## src/rtl/cla_pkg.sv

```systemverilog
`default_nettype none
// ============================================================================
//  Module      : cla_pkg
//  Description : Shared constants, types and helpers for the pipelined
//                carry-lookahead adder (cla_adder_pipe / cla_group).
//  Revision    : 1.0 - initial release
// ============================================================================
package cla_pkg;

  // Bits per lookahead group when the instantiator does not override BLOCK.
  localparam int CLA_DEFAULT_BLOCK = 4;

  // Control payload carried by every inter-stage pipeline register.
  // Operand skew and partial-sum fields differ in width from stage to stage
  // (operands shrink and the partial sum grows by BLOCK bits per stage), so
  // they sit beside this struct in the stage register rather than inside it.
  typedef struct packed {
    logic valid;  // a real operation (not a bubble) occupies this stage
    logic carry;  // carry out of the group just resolved
  } cla_ctl_t;

  // Number of lookahead groups, which is also the pipeline depth.
  // A degenerate BLOCK is mapped to 1 so elaboration can reach the
  // parameter check and report it instead of dividing by zero.
  function automatic int cla_ngrp(input int width, input int block);
    return (block < 1) ? 1 : (width / block);
  endfunction

endpackage : cla_pkg
`default_nettype wire

```

## src/rtl/cla_group.sv

```systemverilog
`default_nettype none
// ============================================================================
//  Module      : cla_group
//  Description : BLOCK-bit combinational carry-lookahead group. Every internal
//                carry is produced from a flat sum-of-products expansion of
//                the bit generate/propagate terms, never by rippling.
//                Group generate (gg) and group propagate (gp) are exported
//                for lookahead across group boundaries.
//  Revision    : 1.0 - initial release
// ============================================================================
module cla_group
  import cla_pkg::*;
#(
  parameter int BLOCK = CLA_DEFAULT_BLOCK
) (
  input  logic [BLOCK-1:0] a,
  input  logic [BLOCK-1:0] b,
  input  logic             ci,
  output logic [BLOCK-1:0] s,
  output logic             co,
  output logic             gp,
  output logic             gg
);

  logic [BLOCK-1:0] w_g;  // bit generate
  logic [BLOCK-1:0] w_p;  // bit propagate
  logic [BLOCK:0]   w_c;  // carry into bit i (w_c[BLOCK] is the group carry out)

  assign w_g = a & b;
  assign w_p = a ^ b;

  // Carry into bit n, expanded as:
  //   c[n] = OR_j ( g[j] & p[j+1] & ... & p[n-1] )  |  ( p[0] & ... & p[n-1] & c0 )
  // The loops unroll at elaboration into a two-level AND/OR network.
  function automatic logic f_carry(input logic [BLOCK-1:0] gv,
                                   input logic [BLOCK-1:0] pv,
                                   input logic             c0,
                                   input int               n);
    logic acc;
    logic term;
    acc = c0;
    for (int k = 0; k < n; k++) begin
      acc = acc & pv[k];
    end
    for (int j = 0; j < n; j++) begin
      term = gv[j];
      for (int k = j + 1; k < n; k++) begin
        term = term & pv[k];
      end
      acc = acc | term;
    end
    return acc;
  endfunction

  for (genvar i = 0; i <= BLOCK; i++) begin : g_carry
    assign w_c[i] = f_carry(w_g, w_p, ci, i);
  end

  assign s  = w_p ^ w_c[BLOCK-1:0];
  assign co = w_c[BLOCK];
  assign gp = &w_p;
  assign gg = f_carry(w_g, w_p, 1'b0, BLOCK);

endmodule : cla_group
`default_nettype wire

```

## src/rtl/cla_adder_pipe.sv

```systemverilog
`default_nettype none
// ============================================================================
//  Module      : cla_adder_pipe
//  Description : Parametrised pipelined carry-lookahead adder.
//                sum/cout = a + b + cin (unsigned, modulo 2^WIDTH).
//                The operand is cut into NGRP = WIDTH/BLOCK lookahead groups;
//                group g is resolved in pipeline stage g using the carry
//                registered by stage g-1. Operand slices of higher groups
//                travel alongside (input skew) and resolved low sum slices
//                accumulate alongside (output deskew), so every result bit
//                leaves the pipe together, NGRP cycles after acceptance.
//                Valid/ready on both sides; the whole pipe freezes while a
//                finished result waits for the consumer.
//  Options     : `define CLA_OVERFLOW_EN adds output ovf, the two's-complement
//                overflow flag, registered alongside sum/cout.
//  Revision    : 1.0 - initial release
// ============================================================================
module cla_adder_pipe
  import cla_pkg::*;
#(
  parameter int WIDTH = 16,
  parameter int BLOCK = CLA_DEFAULT_BLOCK
) (
  input  logic             clk,
  input  logic             rst_n,
  input  logic             in_valid,
  output logic             in_ready,
  input  logic [WIDTH-1:0] a,
  input  logic [WIDTH-1:0] b,
  input  logic             cin,
  output logic             out_valid,
  input  logic             out_ready,
  output logic [WIDTH-1:0] sum,
  output logic             cout
`ifdef CLA_OVERFLOW_EN
  ,
  output logic             ovf
`endif
);

  localparam int NGRP = cla_ngrp(WIDTH, BLOCK);

  if (BLOCK < 1) begin : g_err_block
    $error("cla_adder_pipe: BLOCK (%0d) must be at least 1", BLOCK);
  end else if ((WIDTH % BLOCK) != 0) begin : g_err_width
    $error("cla_adder_pipe: WIDTH (%0d) must be a multiple of BLOCK (%0d)",
           WIDTH, BLOCK);
  end

  // --------------------------------------------------------------------------
  // Flow control: a finished result the consumer refuses freezes every stage.
  // Bubbles are never squeezed out, so result order equals acceptance order.
  // --------------------------------------------------------------------------
  logic             w_stall;
  logic             r_out_valid;
  logic [WIDTH-1:0] r_sum;
  logic             r_cout;

  assign w_stall   = r_out_valid & ~out_ready;
  assign in_ready  = ~w_stall;
  assign out_valid = r_out_valid;
  assign sum       = r_sum;
  assign cout      = r_cout;

`ifdef CLA_OVERFLOW_EN
  logic r_ovf;
  assign ovf = r_ovf;
`endif

  // --------------------------------------------------------------------------
  // One generate iteration per lookahead group / pipeline stage.
  // Stage g sees the operand bits still unresolved ([WIDTH-1 : g*BLOCK]),
  // consumes its low BLOCK bits and forwards the rest one stage further.
  // --------------------------------------------------------------------------
  for (genvar g = 0; g < NGRP; g++) begin : g_grp
    localparam int LO = g * BLOCK;

    logic [WIDTH-LO-1:0] w_a_in;   // unresolved operand A bits, group g at LSB
    logic [WIDTH-LO-1:0] w_b_in;   // unresolved operand B bits, group g at LSB
    logic                w_ci;     // carry into group g
    logic                w_vin;    // stage occupancy arriving at group g
    logic [LO+BLOCK-1:0] w_ps;     // sum bits resolved through group g
    logic [BLOCK-1:0]    w_s;
    logic                w_co;
    logic                w_gp;
    logic                w_gg;
    logic                w_cy;     // carry handed to the next group

    if (g == 0) begin : g_src_port
      assign w_a_in = a;
      assign w_b_in = b;
      assign w_ci   = cin;
      assign w_vin  = in_valid;
      assign w_ps   = w_s;
    end else begin : g_src_stage
      assign w_a_in = g_grp[g-1].g_reg.r_a;
      assign w_b_in = g_grp[g-1].g_reg.r_b;
      assign w_ci   = g_grp[g-1].g_reg.r_ctl.carry;
      assign w_vin  = g_grp[g-1].g_reg.r_ctl.valid;
      assign w_ps   = {w_s, g_grp[g-1].g_reg.r_ps};
    end

    cla_group #(
      .BLOCK (BLOCK)
    ) u_cla_group (
      .a  (w_a_in[BLOCK-1:0]),
      .b  (w_b_in[BLOCK-1:0]),
      .ci (w_ci),
      .s  (w_s),
      .co (w_co),
      .gp (w_gp),
      .gg (w_gg)
    );

    // Second-level lookahead: the carry across the group boundary comes from
    // group generate/propagate rather than from the group's last bit carry.
    assign w_cy = w_gg | (w_gp & w_ci);

    // Group-level lookahead must reproduce the in-group carry chain exactly.
    assert property (@(posedge clk) disable iff (!rst_n) (w_co == w_cy));

    if (g < NGRP - 1) begin : g_reg
      cla_ctl_t                  r_ctl;
      logic [WIDTH-LO-BLOCK-1:0] r_a;   // input skew: bits of later groups
      logic [WIDTH-LO-BLOCK-1:0] r_b;
      logic [LO+BLOCK-1:0]       r_ps;  // output deskew: bits already resolved

      // Advance this stage's carry, skewed operands and partial sum unless stalled.
      always_ff @(posedge clk or negedge rst_n) begin
        if (!rst_n) begin
          r_ctl <= '0;
          r_a   <= '0;
          r_b   <= '0;
          r_ps  <= '0;
        end else if (!w_stall) begin
          r_ctl.valid <= w_vin;
          r_ctl.carry <= w_cy;
          r_a         <= w_a_in[WIDTH-LO-1:BLOCK];
          r_b         <= w_b_in[WIDTH-LO-1:BLOCK];
          r_ps        <= w_ps;
        end
      end
    end else begin : g_out
      // Capture the completed result; it holds while the consumer stalls.
      always_ff @(posedge clk or negedge rst_n) begin
        if (!rst_n) begin
          r_out_valid <= 1'b0;
          r_sum       <= '0;
          r_cout      <= 1'b0;
        end else if (!w_stall) begin
          r_out_valid <= w_vin;
          r_sum       <= w_ps;
          r_cout      <= w_cy;
        end
      end

`ifdef CLA_OVERFLOW_EN
      // Carry into the MSB is recovered from the MSB sum bit and its propagate.
      logic w_msb_carry;
      assign w_msb_carry = w_s[BLOCK-1] ^ w_a_in[BLOCK-1] ^ w_b_in[BLOCK-1];

      // Signed overflow flag, registered with the same timing as sum/cout.
      always_ff @(posedge clk or negedge rst_n) begin
        if (!rst_n) begin
          r_ovf <= 1'b0;
        end else if (!w_stall) begin
          r_ovf <= w_msb_carry ^ w_cy;
        end
      end
`endif
    end
  end

endmodule : cla_adder_pipe
`default_nettype wire

```

## config.mk

```make
export PLATFORM = sky130hd
export DESIGN_NAME = cla_adder_pipe
export DESIGN_NICKNAME = d
export VERILOG_FILES = /design/src/rtl/cla_pkg.sv /design/src/rtl/cla_group.sv /design/src/rtl/cla_adder_pipe.sv
export SDC_FILE = /design/constraint.sdc
export NUM_CORES = 1
export LEC_CHECK = 0
export ABC_AREA = 0
export BUFFER_PORTS_ARGS = -buffer_cell sky130_fd_sc_hd__buf_2
export CORE_ASPECT_RATIO = 1.25
export CORE_MARGIN = 1
export CORE_UTILIZATION = 60
export CTS_CLUSTER_SIZE = 10
export DETAILED_ROUTE_END_ITERATION = 6
export PLACE_DENSITY = 0.81
export SLEW_MARGIN = 15
export SYNTH_ARGS = -nofsm -noshare
export SYNTH_HDL_FRONTEND = slang
export SYNTH_SLANG_ARGS = --single-unit
export TNS_END_PERCENT = 50
```

## constraint.sdc

```tcl
create_clock -name clk -period 2.7 [get_ports clk]
set_input_delay 0.405 -clock clk [delete_from_list [all_inputs] [get_ports clk]]
set_output_delay 0.405 -clock clk [all_outputs]
set_load 0.05 [all_outputs]
```

==> run_results.csv <==
group,metric,value,unit
place,dpl.hpwl,5200,um
logic_synthesis,synth_nets,526,
route,drtIter0Drc,188,
final_layout,diodes,0,
cts,h-tree-depth,3,
global_route,grt_pass1_vias,3027,
logic_synthesis,synth_cell_type_count,27,
logic_synthesis,synthCells,465,
global_route,grt_pass1_wl,13200,um
power,comb_power_share,41.6,%
setup_path,r2r-start,"out_valid$_DFFE_PN0N_",
place,place_area,4630,um2
global_route,globalRouteTotalUtil,22.6,%
final_layout,final_common_cell,"nand2_1",
cts,cts-root-buf,"clkbuf_8",
power,p_leak,2.58,nW
timing,clock_skew,9.02,ps
floorplan,rows,34,
setup_path,crit_path_end_kind,"primary output",
cts,clk_pin_slew,90,ps
power,clockPowerShare,15.5,%
setup_path,required,2300,ps
route,routedWlPerCell,12.3,um
setup_path,worst_r2r_path_depth,4,
setup_path,critical_path_arrival,1670,ps
setup_path,timing.rr.end,"g_grp[3].w_ci$_DFFE_PN0N_",
route,drc,0,
final_layout,final_cell_mix,"nand2_1, dfrtp_1, buf_2, ha_1, o21ai_0",
cts,cts.repair.resized,0,
logic_synthesis,synth_seq_cells,96,
final_layout,design_area,4810,um2
floorplan,initial_core_util,62.1,%
logic_synthesis,synth_warnings,0,
logic_synthesis,syn_avg_cell_area,9.25,um2
timing,slew_headroom,59.3,%
global_route,overflow,0,
setup_path,timing.reg2reg.setup_slack,950,ps
hold_path,hp-class,"primary input to asynchronous set/reset pin",
cts,cts_setup_buffers,0,
power,ir_drop,626,uV
cts,cts_hold_buf,0,
power,swShare,41.3,%
final_layout,n_fill_cell,562,
final_layout,area_delta_synth_final,11.8,%
run_status,status,"finished clean",
timing,setup_viol,0,
timing,drv_slew,0,
final_layout,layout-drive-gt1-share,16.5,%
power,sequentialPowerShare,42.9,%
timing,period_share,76.7,%
cts,cts_sinks,96,
logic_synthesis,synth_area,4300,um2
power,p_sw,2.33,mW
timing,tns,0,ps
route,postRouteAntennaNets,0,
setup_path,critPathKind,"register to primary output",
global_route,antenna_found_initial,0,
floorplan,die_x,77.7,um
setup_path,startpoint_type,"register",
timing,rsz0062_at_grt,"false",
final_layout,layout.nets,577,
cts,clockBufferDepth,2,
floorplan,dieHeight,96.7,um
cts,cts_buffers,9,
cts,clk_latency,350,ps
global_route,grt_start_max_net_pins,59,
route,dr.pass1.iters,4,
floorplan,coreArea,6930,um2
timing,finalHoldViolCount,0,
power,power_density,1170,nW/um2
timing,min_period,2070,ps
timing,worst_slew_pin_slew,610,ps
setup_path,cp_max_fo,21,
route,viasPerCell,5.14,
place,gp_congestion,0.749,
power,p_total,5.63,mW
route,num_vias,3143,
route,drt_wl_total,7500,um
cts,cts_tree,"built",
place,port_buffers,55,
logic_synthesis,yosysSeqAreaShare,55.8,%
power,p_int,3.30,mW
job,drv_cap,0,
timing,fmax,0.483,GHz
floorplan,die-area,7520,um2
floorplan,io_pins,56,
power by group through the flow:
stage | logic, mW | clock network, mW | registers (mW)
6_report | 2.34 | 0.874 | 2.41
5_1_grt | 2.64 | 0.948 | 2.49
4_1_cts | 2.37 | 0.900 | 2.42
3_5_place_dp | 2.35 | 0 | 2.44
3_3_place_gp | 2.25 | 0 | 2.42
2_1_floorplan | 1.43 | 0 | 2.82
worst max-delay path, cell delays in order, from the launching register on:
cell and delay [ps]:
dfrtp_1 360, nor2b_4 380, inv_2 270, buf_2 290
layer usage:
layer / wire length [um] / part of all wire, % / up-vias / track usage (%)
met5: 0 / 0 / - / 0
met1: 3410 / 45 / 1495 / 29.0
li1: - / - / 1578 / -
met2: 3710 / 49 / 55 / 37.4
met3: 226 / 3.0 / 15 / 4.43
met4: 156 / 2.1 / 0 / 9.00
state kept, by name, summed over array words and instances (netlist names):
register / cells
sum: 16
g_grp.g_reg.r_a: 24
out_valid: 1
g_grp.w_vin: 3
g_grp.w_ci: 3
g_grp.g_reg.r_ps: 24
g_grp.g_reg.r_b: 24
cout: 1
Yosys cell counts:
library cell | instances | area share, %
nand2_1 | 249 | 22
a31o_1 | 2 | 0.41
buf_4 | 1 | 0.17
o31ai_1 | 4 | 0.70
buf_2 | 17 | 2.0
o21ai_0 | 12 | 1.4
nand2b_1 | 1 | 0.15
mux2_2 | 2 | 0.52
ha_1 | 20 | 5.8
nor2b_4 | 1 | 0.32
a211oi_1 | 4 | 0.70
buf_6 | 2 | 0.52
dfrtp_1 | 96 | 56
a21boi_0 | 4 | 0.70
inv_1 | 8 | 0.70
o211ai_1 | 4 | 0.70
nor3b_1 | 4 | 0.70
nand4_1 | 4 | 0.58
nor3b_2 | 4 | 1.2
xnor2_1 | 4 | 0.81
a21oi_1 | 8 | 0.93
a31o_2 | 2 | 0.41
inv_2 | 1 | 0.087
nor2_1 | 4 | 0.35
clkbuf_1 | 1 | 0.087
fa_1 | 4 | 1.9
mux2_4 | 2 | 0.70
worst max path at each step:
stage | startpoint | end | slack [ps] | cells after the start
after floorplan | out_valid$_DFFE_PN0N_ | in_ready | 840 | 3
after global placement | out_ready | g_grp[3].w_ci$_DFFE_PN0N_ | 860 | 5
after detailed placement | out_ready | g_grp[3].w_ci$_DFFE_PN0N_ | 820 | 5
after CTS | out_valid$_DFFE_PN0N_ | in_ready | 570 | 3
after global routing | out_valid$_DFFE_PN0N_ | in_ready | 510 | 3
final | out_valid$_DFFE_PN0N_ | in_ready | 630 | 3
cells by family after synthesis:
| logic type | count (synthesis) | synth area share [%] |
|---|---|---|
| AND/OR/NAND/NOR | 267 | 25.0 |
| flip-flops | 96 | 55.8 |
| AO/OA/AOI/OAI | 40 | 5.93 |
| buffers and inverters | 30 | 3.55 |
| adder cells (fa/ha/maj) | 24 | 7.68 |
| XOR/XNOR | 4 | 0.814 |
| multiplexers | 4 | 1.22 |
cell type report:
type / count / area (um2) / share of cell area [%]
clock buffers: 12 / 135 / 2.81
clock inverters: 4 / 45.0 / 0.936
inverters: 9 / 33.8 / 0.702
multi-input cells: 339 / 1750 / 36.3
flip-flops and latches: 96 / 2400 / 49.9
well taps: 90 / 113 / 2.34
repair buffers: 61 / 335 / 6.97
stage by stage:
step | instances | hold slack (ps) | setup WS [ps] | util, %
2_1_floorplan | 465 | 109 | 839 | -
3_3_place_gp | 595 | 444 | 856 | 66.8
3_5_place_dp | 595 | 452 | 820 | 66.8
4_1_cts | 611 | 68.7 | 574 | 69.4
5_1_grt | 611 | 91.8 | 509 | 69.4
6_report | 611 | 50.9 | 630 | 69.4
Power figures use the tool's default switching activity.
